File: config.mk
export PLATFORM = sky130hd
export DESIGN_NAME = sort_array_memory
export DESIGN_NICKNAME = d
export VERILOG_FILES = /design/src/rtl/sort_array_memory.sv
export SDC_FILE = /design/constraint.sdc
export NUM_CORES = 1
export LEC_CHECK = 0
export ABC_CLOCK_PERIOD_IN_PS = 2960
export CELL_PAD_IN_SITES_DETAIL_PLACEMENT = 0
export CELL_PAD_IN_SITES_GLOBAL_PLACEMENT = 1
export CORE_AREA = 2 2 283 397
export DETAILED_ROUTE_END_ITERATION = 10
export DIE_AREA = 0 0 285 399
export PLACE_DENSITY = 0.62
export SYNTH_ARGS = -nofsm -noshare
export SYNTH_HDL_FRONTEND = slang
export SYNTH_SLANG_ARGS = --single-unit
File: constraint.sdc
create_clock -name clk -period 2.96 [get_ports clk]
set_input_delay 0.592 -clock clk [delete_from_list [all_inputs] [get_ports clk]]
set_output_delay 0.592 -clock clk [all_outputs]
set_load 0.01 [all_outputs]
File: src/rtl/sort_array_memory.sv
// rtl/sort_array_memory.sv - word-addressed array memory with AR/R and AW/W/B valid/ready channels
// plus a side load port and a combinational inspect port for preloading and checking the array.
module sort_array_memory #(
  parameter int ADDR_WDTH = 4,
  parameter int DATA_WDTH = 32,
  parameter int RESP_WDTH = 1,
  parameter int DEPTH     = 16
) (
  input  logic                 clk,
  input  logic                 rst,
  input  logic                 ar_valid,
  input  logic [ADDR_WDTH-1:0] ar_addr,
  output logic                 ar_ready,
  output logic                 r_valid,
  output logic [DATA_WDTH-1:0] r_data,
  input  logic                 r_ready,
  input  logic                 aw_valid,
  input  logic [ADDR_WDTH-1:0] aw_addr,
  output logic                 aw_ready,
  input  logic                 w_valid,
  input  logic [DATA_WDTH-1:0] w_data,
  output logic                 w_ready,
  output logic                 b_valid,
  output logic [RESP_WDTH-1:0] b_resp,
  input  logic                 b_ready,
  input  logic                 ld_en,
  input  logic [ADDR_WDTH-1:0] ld_addr,
  input  logic [DATA_WDTH-1:0] ld_data,
  input  logic [ADDR_WDTH-1:0] dbg_addr,
  output logic [DATA_WDTH-1:0] dbg_data
);

  localparam logic [0:0] R_IDLE    = 1'b0;
  localparam logic [0:0] R_RESP    = 1'b1;
  localparam logic [0:0] W_COLLECT = 1'b0;
  localparam logic [0:0] W_RESP    = 1'b1;
  localparam logic [ADDR_WDTH:0] DEPTH_L = (ADDR_WDTH + 1)'(DEPTH);

  logic [DATA_WDTH-1:0] mem_q [DEPTH];
  logic [DATA_WDTH-1:0] mem_d [DEPTH];

  logic                 r_state_q, r_state_d;
  logic [DATA_WDTH-1:0] r_data_q, r_data_d;
  logic                 w_state_q, w_state_d;
  logic                 aw_got_q, aw_got_d;
  logic                 w_got_q, w_got_d;
  logic [ADDR_WDTH-1:0] aw_addr_q, aw_addr_d;
  logic [DATA_WDTH-1:0] w_data_q, w_data_d;
  logic [RESP_WDTH-1:0] b_resp_q, b_resp_d;
  logic                 ready_en_q, ready_en_d;

  logic                 commit;
  logic [ADDR_WDTH-1:0] wr_addr;
  logic [DATA_WDTH-1:0] wr_data;
  logic                 have_aw, have_w;

  // Readies stay low for the first edge after reset so they first show 1 the cycle after rst falls.
  assign ar_ready = ready_en_q & ~rst & (r_state_q == R_IDLE);
  assign r_valid  = ~rst & (r_state_q == R_RESP);
  assign r_data   = rst ? '0 : r_data_q;
  assign aw_ready = ready_en_q & ~rst & (w_state_q == W_COLLECT) & ~aw_got_q;
  assign w_ready  = ready_en_q & ~rst & (w_state_q == W_COLLECT) & ~w_got_q;
  assign b_valid  = ~rst & (w_state_q == W_RESP);
  assign b_resp   = rst ? '0 : b_resp_q;
  assign dbg_data = ({1'b0, dbg_addr} < DEPTH_L) ? mem_q[dbg_addr] : '0;

  always_comb begin
    r_state_d  = r_state_q;
    r_data_d   = r_data_q;
    w_state_d  = w_state_q;
    aw_got_d   = aw_got_q;
    w_got_d    = w_got_q;
    aw_addr_d  = aw_addr_q;
    w_data_d   = w_data_q;
    b_resp_d   = b_resp_q;
    ready_en_d = 1'b1;
    commit     = 1'b0;
    have_aw    = aw_got_q | (aw_valid & aw_ready);
    have_w     = w_got_q | (w_valid & w_ready);
    wr_addr    = aw_got_q ? aw_addr_q : aw_addr;
    wr_data    = w_got_q ? w_data_q : w_data;

    if (r_state_q == R_IDLE) begin
      if (ar_valid && ar_ready) begin
        r_data_d  = ({1'b0, ar_addr} < DEPTH_L) ? mem_q[ar_addr] : '0;
        r_state_d = R_RESP;
      end
    end else if (r_ready) begin
      r_state_d = R_IDLE;
    end

    if (w_state_q == W_COLLECT) begin
      if (have_aw && have_w) begin
        commit    = 1'b1;
        aw_got_d  = 1'b0;
        w_got_d   = 1'b0;
        b_resp_d  = ({1'b0, wr_addr} < DEPTH_L) ? '0 : RESP_WDTH'(1'b1);
        w_state_d = W_RESP;
      end else begin
        if (aw_valid && aw_ready) begin
          aw_got_d  = 1'b1;
          aw_addr_d = aw_addr;
        end
        if (w_valid && w_ready) begin
          w_got_d  = 1'b1;
          w_data_d = w_data;
        end
      end
    end else if (b_ready) begin
      w_state_d = W_COLLECT;
    end

    // Side load first so a same-index AXI commit on the same edge overrides it.
    mem_d = mem_q;
    if (ld_en && ({1'b0, ld_addr} < DEPTH_L)) begin
      mem_d[ld_addr] = ld_data;
    end
    if (commit && ({1'b0, wr_addr} < DEPTH_L)) begin
      mem_d[wr_addr] = wr_data;
    end
  end

  always_ff @(posedge clk) begin
    if (rst) begin
      r_state_q  <= R_IDLE;
      r_data_q   <= '0;
      w_state_q  <= W_COLLECT;
      aw_got_q   <= 1'b0;
      w_got_q    <= 1'b0;
      aw_addr_q  <= '0;
      w_data_q   <= '0;
      b_resp_q   <= '0;
      ready_en_q <= 1'b0;
    end else begin
      r_state_q  <= r_state_d;
      r_data_q   <= r_data_d;
      w_state_q  <= w_state_d;
      aw_got_q   <= aw_got_d;
      w_got_q    <= w_got_d;
      aw_addr_q  <= aw_addr_d;
      w_data_q   <= w_data_d;
      b_resp_q   <= b_resp_d;
      ready_en_q <= ready_en_d;
    end
  end

  always_ff @(posedge clk) begin
    mem_q <= mem_d;
  end

endmodule

Word-level counts from Yosys, hierarchy flattened. Cells that the tools add are included. Widths: inputs -> output; s select.

Bitwise logic cells: 21. $lt $le $gt $ge: 6. Multiplexer cells: 29. Reductions and logical operators: 13.

Operator list (number): $bwmux 512 (2); $mux 512 (2); $bmux 32 s4 (2); $demux 32 s4 (2); $mux 32 (8); $ge 5x5->1 const B (4); $not 4->5 (4); $mux 1 (12); $lt 5x1->1 const B (2); $and 1x1->1 (9); $logic_and 1x1->1 (6); $not 1->1 (6); $reduce_and 2->1 (3); $reduce_and 3->1 (2); $mux 4 (1); $reduce_bool 2->1 (2); $or 1x1->1 (2).

Logic and storage cells: 93. Output and inout port bits: 70. Input port bits: 88. Flip-flop bits (word level): 585.

Depth between registers and ports, before layout.
Depth after elaboration: 10. Mapped depth: 7. Mapped depth without buffers: 4.

Worst setup path before layout. Ideal clock, no wire load.

Path type: input -> output. Start: in dbg_addr[0]. End: out dbg_data[0]. Required time: 2368 ps. Data arrival time: 2146 ps. Stages: 4. Path slack: 222 ps. Buffers on the path: 2. Cells stage by stage: clkbuf_1 -> buf_2 -> mux4_2 -> mux4_2.

Cells in the longest elaborated chain, start to end: 4.

RTL lines: from (decl) (line 29) `input logic [ADDR_WDTH-1:0] dbg_addr,`; $not 4->5 (not written as such) (line 65) `assign dbg_data = ({1'b0, dbg_addr} < DEPTH_L) ? mem_q[dbg_addr] : '0;`; $bmux 32 s4 (line 65); $mux 32 (not written as such) (2 in a row) (line 65); to (decl) (line 30) `output logic [DATA_WDTH-1:0] dbg_data`.

Every way passes these cells. The select of a mux whose other input is x is not followed.

Worst setup path after layout.
Start: in dbg_addr[0]. End: out dbg_data[7].

The elaborated chain is that of the path after synthesis.

==> out/results.ini <==
[status]
outcome=complete, no violations

[setup_path]
critPathLaunchType=input port
path_max_fanout=12
crit_required_ns=2.37
crit_arrival_ns=2.35
crit_type=input port to output pin
cp-end-kind=output pin

[grt]
grt_max_degree=39
grtUsageTotal=0.209
grt_pass1_vias=24700
grt_antenna_before_repair=8
grt_pass1_wl_mm=174
overflow=0

[power_and_ir_drop]
intPower_mw=18.9
p_per_area_mw_per_mm2=682
switching_power_mw=7.99
p_leak_nw=14.2
power_frac_comb=0.240
ir_drop_mv=0.437
clock_power_share=0.329
power.total_mw=26.9
power_frac_seq=0.431
switching_share=0.297

[sta]
slew_headroom=0.467
max_slew.worst_pin.slew_ns=0.799
hold_slack_ns=0.312
clock-skew-final_ns=0.0291
period_needed_ns=2.94
rsz0062_at_grt=no
setup_viol=0
clock.fmax_mhz=340
hold_viol=0
finalSetupTns_ns=0
fin_crit_sh=0.995
layout_setup_ws_ns=0.0161
slew_violations=0

[cells_and_area]
fin_area_mm2=0.0394
multi_input_area_mm2=0.0197
area_delta_synth_final_pct=19.8
nNetsFinal=2744
num-fill-cells=10700
fin_cells=4171
regArea_mm2=0.0117
utilization=0.359
drive_above_1_share=0.237

[synthesis]
yosys_warnings=0
netlist_instances=2522
synth_nets=2610
yosysUniqueCellTypes=43
seq_area_frac_synth=0.356
netlist_area_mm2=0.0329
ys_ff_latch=585
avgSynthCellArea_um2=13.0

[placement]
portBuffers=156
placed_cell_area_mm2=0.0369
dpl.hpwl_mm=75.3
post-place-ws_ns=-0.353
post-place-cells=4033
gp_congestion=0.829

[cts]
clkTransAtPathRegs_ns=0.06
cts_hold_buffers=0
clkLatencyLatePin_ns=0.66
cts_buffers=66
cts_tree=done
h-tree-depth=3
cts_root_buf=clkbuf_16
cts_buffer_depth=3
clock-sinks=585

[die]
rows=144
initial_core_util=0.299
die_area_mm2=0.114
io_pins=158
die_w_um=285
core-area_mm2=0.110
die_h_um=399

[routing]
vias_per_cell=5.55
drt_wl_total_mm=120
wl_per_cell_um=28.7
first_pass_iters=5
drt_iter0_markers=1599
drc=0
ant_nets=0
num_vias=23100

[run]
cap_violations=0

[hold_path]
holdCritPathClass=input port to flop

## registers in the layout (all words and copies together) (netlist names)
name	flops
aw_addr_q	4
w_state_q	1
r_data_q	32
aw_got_q	1
mem_q	512
r_state_q	1
w_data_q	32
ready_en_q	1
w_got_q	1
## repair_timing
item	4_1_cts	5_1_grt
setup buffers	11	0
gates cloned	4	0
endpoints found under the hold margin	0	0
setup endpoints to repair	32	4
resized for setup	84	6
## power by group through the flow
| stage | combinational [mW] | clock, mW | sequential [mW] |
|---|---|---|---|
| detailed placement | 6.52 | 0 | 11.7 |
| global placement | 6.26 | 0 | 11.7 |
| finish | 6.44 | 8.86 | 11.6 |
| CTS | 6.49 | 9.05 | 11.6 |
| floorplan | 4.81 | 0 | 11.0 |
| global route | 6.97 | 9.34 | 11.8 |
## worst max-delay path: stages
cell,delay [ns]
clkbuf_16,0.19
buf_16,0.18
mux4_2,0.51
mux4_2,0.54
dlygate4sd2_1,0.31
## logic make-up (layout without fill, tap and decap cells)
family	count (synthesis)	after routing	share of synthesized area
AND/OR/NAND/NOR	173	173	0.0318
multiplexers	1444	1444	0.549
buffers and inverters	275	462	0.0487
AO/OA/AOI/OAI	44	44	0.0143
flip-flops	585	585	0.356
other	1	3	0.000114
## metal layers
metal  GRT usage  vias to the layer above  part of all wire  wire length (um)
li1            -                     9959                 -                 -
met1       0.255                    12100              0.41             49000
met2       0.360                      798              0.49             59000
met3      0.0387                      265             0.057              6760
met4      0.0867                        6             0.040              4840
met5           0                        -           0.00034                41
## cell usage after synthesis (all sizes together)
cell type | number | area share
nand2 | 37 | 0.0042
nor4b | 2 | 0.00072
nor2 | 57 | 0.0070
nor3b | 5 | 0.0013
mux4 | 288 | 0.20
nand3 | 3 | 0.00046
dfxtp | 585 | 0.36
nand3b | 4 | 0.00091
and3 | 2 | 0.00038
a32oi | 1 | 0.00049
mux2i | 1156 | 0.35
clkbuf | 121 | 0.014
a31oi | 2 | 0.00084
nor4 | 1 | 0.00065
inv | 5 | 0.00057
or3 | 3 | 0.00057
o221ai | 36 | 0.012
nor3 | 16 | 0.0065
buf | 149 | 0.034
nand2b | 3 | 0.00057
o32a | 1 | 0.00034
nor2b | 32 | 0.0061
o21ai | 1 | 0.00015
and4bb | 2 | 0.00087
conb | 1 | 0.00011
a21oi | 2 | 0.00042
and3b | 5 | 0.0014
or2 | 1 | 0.00019
o22ai | 1 | 0.00038
## placed cells by master, fill, tap and decap left out, drive strengths merged, types with 5 or more instances in the layout
cell,count
dlygate4sd2,13
nor2,57
mux4,288
clkdlybuf4s15,8
clkinv,10
buf,195
bufinv,7
dfxtp,585
nand2,37
clkbuf,101
and3b,5
nor3,16
o221ai,36
mux2i,1156
inv,11
nor2b,32
nor3b,5
clkdlybuf4s50,116
## final timing paths
path | to | startpoint | depth (start not counted) | slack (ns)
worst max-delay path | dbg_data[7] | dbg_addr[0] | 5 | 0.02
worst max register to register | mem_q[311] | aw_got_q | 5 | 0.59
worst min-delay path | w_data_q[4] | rst | 2 | 0.31
worst min register to register | w_data_q[28] | w_data_q[28] | 2 | 0.49
## layout make-up
class | count | area share
antenna | 2 | 0.000127
clock buffer | 97 | 0.0490
clock inverter | 24 | 0.00882
inverter | 5 | 0.000476
multi-input combinational | 1662 | 0.499
sequential | 585 | 0.297
tap | 1460 | 0.0463
timing repair buffer | 336 | 0.0988
Note: power is estimated with default switching activity, not from simulation.
